--- src/rtl/branch_pc_unit.sv ---
// RV32I program-counter stage: branch/JAL/JALR resolution, fetch handshake and misaligned-target trap.
// Optional branch statistics counters are built only when BRANCH_STATS_EN is defined.
module branch_pc_unit #(
    parameter logic [31:0] RESET_PC = 32'h0000_0000,
    parameter logic [31:0] TRAP_VEC = 32'h0000_0100
) (
    input  logic        i_clk,
    input  logic        i_rst,
    input  logic        i_inst_vld,
    input  logic        i_stall,
    input  logic        i_br_en,
    input  logic        i_jal,
    input  logic        i_jalr,
    input  logic [2:0]  i_funct3,
    input  logic        i_lt,
    input  logic        i_zero,
    input  logic [31:0] i_rs1,
    input  logic [31:0] i_imm,
    output logic        o_br_mode,
    output logic [31:0] o_pc,
    output logic        o_pc_req,
    output logic [31:0] o_pc_plus4,
    output logic        o_taken,
    output logic        o_misalign,
    output logic [31:0] o_mepc,
    output logic [31:0] o_br_cnt,
    output logic [31:0] o_br_tkn_cnt
);

    localparam logic [1:0] ST_BOOT = 2'd0;
    localparam logic [1:0] ST_RUN  = 2'd1;
    localparam logic [1:0] ST_TRAP = 2'd2;

    logic [1:0]  state;
    logic [31:0] pc;
    logic [31:0] jalr_sum;
    logic [31:0] target;
    logic        commit;
    logic        cond;
    logic        take;
    logic        misalign_hit;

    // NOTE: every signal assigned in always_comb gets a default first so no latch is inferred.
    always_comb begin
        cond = 1'b0;
        case (i_funct3)
            3'b000:         cond = i_zero;
            3'b001:         cond = ~i_zero;
            3'b100, 3'b110: cond = i_lt;
            3'b101, 3'b111: cond = ~i_lt;
            default:        cond = 1'b0;
        endcase
    end

    assign commit       = (state == ST_RUN) & i_inst_vld & ~i_stall;
    assign take         = i_jalr | i_jal | (i_br_en & cond);
    assign jalr_sum     = i_rs1 + i_imm;
    assign target       = i_jalr ? {jalr_sum[31:1], 1'b0} : pc + i_imm;
    assign misalign_hit = commit & take & target[1];

    assign o_br_mode  = i_funct3[1];
    assign o_pc       = pc;
    assign o_pc_req   = (state == ST_RUN);
    assign o_pc_plus4 = pc + 32'd4;
    assign o_taken    = commit & take & ~misalign_hit;

    // NOTE: sequential state uses non-blocking assignments so every flop samples pre-edge values.
    always_ff @(posedge i_clk) begin
        if (i_rst) begin
            pc         <= RESET_PC;
            state      <= ST_BOOT;
            o_misalign <= 1'b0;
            o_mepc     <= 32'h0000_0000;
        end else begin
            o_misalign <= misalign_hit;
            case (state)
                ST_BOOT: state <= ST_RUN;
                ST_TRAP: state <= ST_RUN;
                ST_RUN: begin
                    if (misalign_hit) begin
                        pc     <= TRAP_VEC;
                        o_mepc <= pc;
                        state  <= ST_TRAP;
                    end else if (commit) begin
                        pc <= take ? target : o_pc_plus4;
                    end
                end
                default: state <= ST_BOOT;
            endcase
        end
    end

`ifdef BRANCH_STATS_EN
    logic br_commit;
    assign br_commit = commit & i_br_en & ~i_jal & ~i_jalr;

    // Trapping branches still count; both counters saturate instead of wrapping.
    always_ff @(posedge i_clk) begin
        if (i_rst) begin
            o_br_cnt     <= 32'h0000_0000;
            o_br_tkn_cnt <= 32'h0000_0000;
        end else if (br_commit) begin
            if (o_br_cnt != 32'hFFFF_FFFF)
                o_br_cnt <= o_br_cnt + 32'd1;
            if (cond && (o_br_tkn_cnt != 32'hFFFF_FFFF))
                o_br_tkn_cnt <= o_br_tkn_cnt + 32'd1;
        end
    end
`else
    assign o_br_cnt     = 32'h0000_0000;
    assign o_br_tkn_cnt = 32'h0000_0000;
`endif

endmodule

--- config.mk ---
export PLATFORM = sky130hd
export DESIGN_NAME = branch_pc_unit
export DESIGN_NICKNAME = d
export VERILOG_FILES = /design/src/rtl/branch_pc_unit.sv
export SDC_FILE = /design/constraint.sdc
export NUM_CORES = 1
export LEC_CHECK = 0
export BUFFER_PORTS_ARGS = -buffer_cell sky130_fd_sc_hd__buf_2
export CAP_MARGIN = 20
export CORE_ASPECT_RATIO = 1.1
export CORE_MARGIN = 8
export CORE_UTILIZATION = 50
export DETAILED_ROUTE_END_ITERATION = 10
export PLACE_DENSITY_LB_ADDON = 0.25
export SLEW_MARGIN = 25
export SYNTH_ARGS = -nofsm -noshare
export SYNTH_HDL_FRONTEND = slang
export SYNTH_SLANG_ARGS = --single-unit
export TNS_END_PERCENT = 100
--- constraint.sdc ---
create_clock -name i_clk -period 7.68 [get_ports i_clk]
set_clock_uncertainty 0.05 [all_clocks]
set_input_delay 0.384 -clock i_clk [delete_from_list [all_inputs] [get_ports i_clk]]
set_output_delay 0.384 -clock i_clk [all_outputs]
set_load 0.02 [all_outputs]
After elaboration in Yosys (flattened, before gate mapping). Index checks and enable logic that the tools add are counted.

Flip-flop bits (word level): 67. Word-level logic and storage cells: 42.

Add/sub/neg operators: 3. Equal/unequal tests: 8. Multiplexer cells: 7. Bitwise logic cells: 12. Reduce and logical (&&, ||, !) cells: 8.

Operators with widths (count): $mux W32 (4); $add A32 B32 Y32 (2); $add A32 B3 Y32 const B (1); $eq A3 B3 Y1 const B (4); $and A1 B1 Y1 (6); $reduce_or A2 Y1 (3); $not A1 Y1 (4); $pmux W1 S4 (1); $pmux W2 S2 (1); $reduce_and A2 Y1 (2); $eq A3 B1 Y1 const B (1); $logic_not A3 Y1 (1); $eq A2 B1 Y1 const B (1); $eq A2 B2 Y1 const B (1); $logic_not A2 Y1 (1); $mux W2 (1); $ne A2 B1 Y1 const B (1); $or A1 B1 Y1 (2); $reduce_bool A2 Y1 (1).

Logic depth before layout (Yosys ltp).
Depth after elaboration: 9. Depth in mapped cells: 13.

Worst setup path before layout. Ideal clock, no wire load.

Path kind: flip-flop to flip-flop. Start: register pc[0], in the netlist o_pc[0]. End: register pc[19], in the netlist o_pc[19]. Data arrival time: 2.710 ns. Setup slack: 4.862 ns. Stages on the path, launching flop included: 12. Buffers on the path: 2. Period minus slack after synthesis: 2.818 ns. Cells stage by stage: dfxtp_1 > ha_1 > inv_1 > fa_1 > mux2i_1 > and2_1 > and2_1 > buf_2 > or3_1 > buf_2 > a2111oi_2 > a211o_1.

Word-level cells in the longest chain between the ends: 5. Elaborated cells between the ends (all ways): 9. Classes of those cells: add/sub: 2; mux: 4; bitwise: 1; reduce/logical: 2.

Ends and longest elaborated chain: start: declaration (line 35) `logic [31:0] pc;`; start signal: assignment (line 85) `pc <= take ? target : o_pc_plus4;`; $add A32 B32 Y32 (line 58) `assign target = i_jalr ? {jalr_sum[31:1], 1'b0} : pc + i_imm;`; $mux W32 (line 58); $mux W32 / $and A1 B1 Y1 (equally long branches) (line 85, 59); $mux W32 / $reduce_bool A2 Y1 (equally long branches); $mux W32 / $reduce_and A2 Y1 (equally long branches).

Parallel ways exist; a longest one is shown, timed or not. The select of a mux whose other input is x is not followed. A chain may end at the register's enable or synchronous reset.

Final worst setup path.
Start: register pc[0], in the netlist o_pc[0]. End: register pc[15], in the netlist o_pc[15].

The elaborated chain is that of the path after synthesis.

==> impl_results.md <==
- Hold path cells: 2
- Worst-Margin Slew: between 0.7 and 0.8 ns
- Hold path startpoint: o_mepc[0]$_SDFFE_PP0P_
- Initial cell density of the core: 0.511
- Avg Synthesized Cell Area: 7.25 um^2
- FP Rows: 46
- Fmax: 302 MHz
- Largest net degree at the start of global routing: 53
- Setup TNS: 0 ns
- Antenna violations before repair: 0
- Port-buffer cells: 175
- Initial drt markers: between 800 and 900
- Wire per inst: 19.1 um
- DRT antenna net count: 0
- Crit path DAT: 3.54 ns
- CTS max path bufs: 2
- Flop2flop setup slack: between 4 and 5 ns
- Final HPWL DP: approximately 21 mm
- Worst hold endpoint: o_mepc[0]$_SDFFE_PP0P_
- Max-slew violation count: 0
- #FFs+latches synth: 67
- Post-synthesis mux area share: 0.0143
- Xor/xnor share of the synthesized area: 0.0870
- CTS Sinks: 67
- Post-CTS Resized: 0
- Worst Hold Class: reg2reg
- Leakage dissipation: 3.90 nW
- Commonest cells in the netlist: 142 x nand2_1, 112 x a21oi_1, 69 x nor2_1
- EDFF count, synth: 0
- Post-route cell area: ~0.0084 mm^2
- Final hold vios: 0
- Die area: ~0.019 mm^2
- Dominant cells by area after synthesis: dfxtp_1 18%, ha_1 11%, a21oi_1 7.6%
- Vias in the first global route: 7639
- Synth Area in Adders: 0.111
- Crit path time final: 3.31 ns
- Type of origin of the critical path: flip-flop
- Via density: between 5 and 6
- TritonCTS clock tree: built
- # Max-Cap Violations: 0
- Post-CTS Setup Inserts: 0
- Share of cells above drive strength 1: 0.190
- Core box area: 0.0144 mm^2
- Final setup fails: 0
- Routed wire length: 25.8 mm
- CTS root buf: clkbuf_16
- First-pass GRT wire length: 40.3 mm
- Num CTS Buffers: 9
- Cell count after synthesis: 1013
- Largest area contributor in the netlist: dfxtp_1
- Remaining DRCs: 0
- Synthesized area: 0.00735 mm^2
- Post-synth ARST share: 0
- Dpl cell area: 0.00806 mm^2
- Rel. slew slack: 0.487
- Total Power: 1.27 mW
- Final net count: 1294
- Top-count cell post-synth: nand2_1
- Slack of the critical path: 4.37 ns
- Die Ht: 143 um
- Nature of the critical path endpoint: flip-flop
- IO Pins: between 200 and 250
- Vias: 7880
- Status: completed
- VDD IR max: 0.110 mV
- Hold_buf cts: 0
- Worst skew pair latency: between 0.3 and 0.4 ns
- Die X: approximately 130 um
- Gpl congestion: 0.933
- Fin crit share: 0.431
- Number of diodes: 0
- Aggregate global routing overflow: 0
- Sequential fraction of the synthesis area: 0.183
- Compound-cell area share of the yosys netlist: 0.280
- Crit-path max FO: 35
- Ys flop type: dfxtp_1
- Synth top area share: 0.183
- Largest family of logic cells by synthesized area: compound AO/OA/AOI/OAI gates
- Layout area overhead: 14.2%
- Cell variety after synth: 74
- H-tree depth: 3
- Worst r2r src: o_pc[0]$_SDFFE_PP0P_
- Dpl ws: around 4.3 ns
- TritonRoute pass-1 iters: 6
- Critical path type: reg2reg
- Ys Warns: 0
- Worst R2R End: o_pc[15]$_SDFFE_PP0P_
- Post-synthesis simple-gate area fraction: 0.221
- Worst r2r path cells: 11
- Cell area power density: 151 mW/mm^2
- Unrepaired setup endpoints after global routing: false
- Clk pin slew, worst setup/hold paths: about 0.060 ns
- GRT Total Usage: 0.262
- Worst EP required: a little under 8 ns
## placed cells by master, fill, tap and decap left out, drive strengths merged, types with 5 or more instances in the layout
cell,synthesis,routed
o211ai,10,10
and2,5,5
o21bai,8,8
nor2,69,69
nor2b,6,6
clkbuf,39,12
a31oi,14,14
buf,75,181
xor2,23,23
nor3,16,16
o21ai,62,62
o31ai,12,12
nand3,38,38
ha,62,62
a21oi,113,113
conb,1,64
a22o,5,5
mux2i,6,6
and3,11,11
a221oi,11,11
nand4,12,12
dfxtp,67,67
nand2,142,142
o21a,12,12
a211oi,14,14
nand2b,14,14
inv,20,20
or2,5,5
a21o,24,24
or3,7,7
xnor2,50,50
## stage by stage
step | util | hold slack, ns | cells
global placement | 0.560 | 0.390 | 1335
finish | 0.583 | 0.400 | 1351
global route | 0.583 | 0.416 | 1351
detailed placement | 0.560 | 0.395 | 1335
floorplan | - | 0.419 | 1076
CTS | 0.583 | 0.402 | 1351
## area by class of cell
| cell class | count | area (um^2) |
|---|---|---|
| clock inverter | 4 | 72.6 |
| multi-input combinational | 875 | 5480 |
| fill | 1449 | 6000 |
| clock buffer | 12 | 256 |
| inverter | 20 | 75.1 |
| sequential | 67 | 1340 |
| tap | 192 | 240 |
| timing repair buffer | 181 | 921 |
## registers in the layout, summed over array words and instances, names as in the netlist
signal,count
o_pc,32
o_mepc,32
o_misalign,1
state,2
## critical path, cell delays in order (launching register included)
cell      delay (ns)
dfxtp_1         0.43
ha_1            0.24
inv_1           0.06
fa_1            0.51
mux2i_1         0.22
and2_1          0.26
and2_1          0.16
buf_4           0.24
nor3_2          0.48
o21ai_0         0.21
a221oi_1        0.27
a21o_1          0.11
## layer usage
layer,up-vias,part of all wire,track usage,routed length [um]
met2,375,0.46,0.427,11800
met5,-,0,0,0
met1,3629,0.44,0.334,11300
met4,0,0.029,0.103,761
met3,54,0.077,0.0534,1980
li1,3822,-,-,-
## cell families (layout without fill, tap and decap cells)
| group | after synthesis | count (layout) |
|---|---|---|
| multiplexers | 10 | 10 |
| adder cells (fa/ha/maj) | 64 | 64 |
| other | 1 | 64 |
| buffers and inverters | 134 | 217 |
| AND/OR/NAND/NOR | 344 | 344 |
| flip-flops | 67 | 67 |
| AO/OA/AOI/OAI | 320 | 320 |
| XOR/XNOR | 73 | 73 |
## power by group
part           internal, mW  switching, mW  total [mW]
combinational         0.156          0.282       0.438
sequential            0.356         0.0217       0.378
clock                 0.301          0.152       0.453
## worst max-delay path by stage
| stage | start | end | slack, ns |
|---|---|---|---|
| after floorplan | o_pc[0]$_SDFFE_PP0P_ | o_pc[19]$_SDFFE_PP0P_ | 4.86 |
| after global placement | i_jalr | o_pc[15]$_SDFFE_PP0P_ | 4.39 |
| after detailed placement | i_jalr | o_pc[15]$_SDFFE_PP0P_ | 4.27 |
| after CTS | o_pc[0]$_SDFFE_PP0P_ | o_pc[15]$_SDFFE_PP0P_ | 4.41 |
| after global routing | o_pc[10]$_SDFFE_PP0P_ | o_pc[26]$_SDFFE_PP0P_ | 4.10 |
| final | o_pc[0]$_SDFFE_PP0P_ | o_pc[15]$_SDFFE_PP0P_ | 4.37 |
(Power assumes the default switching activity.)
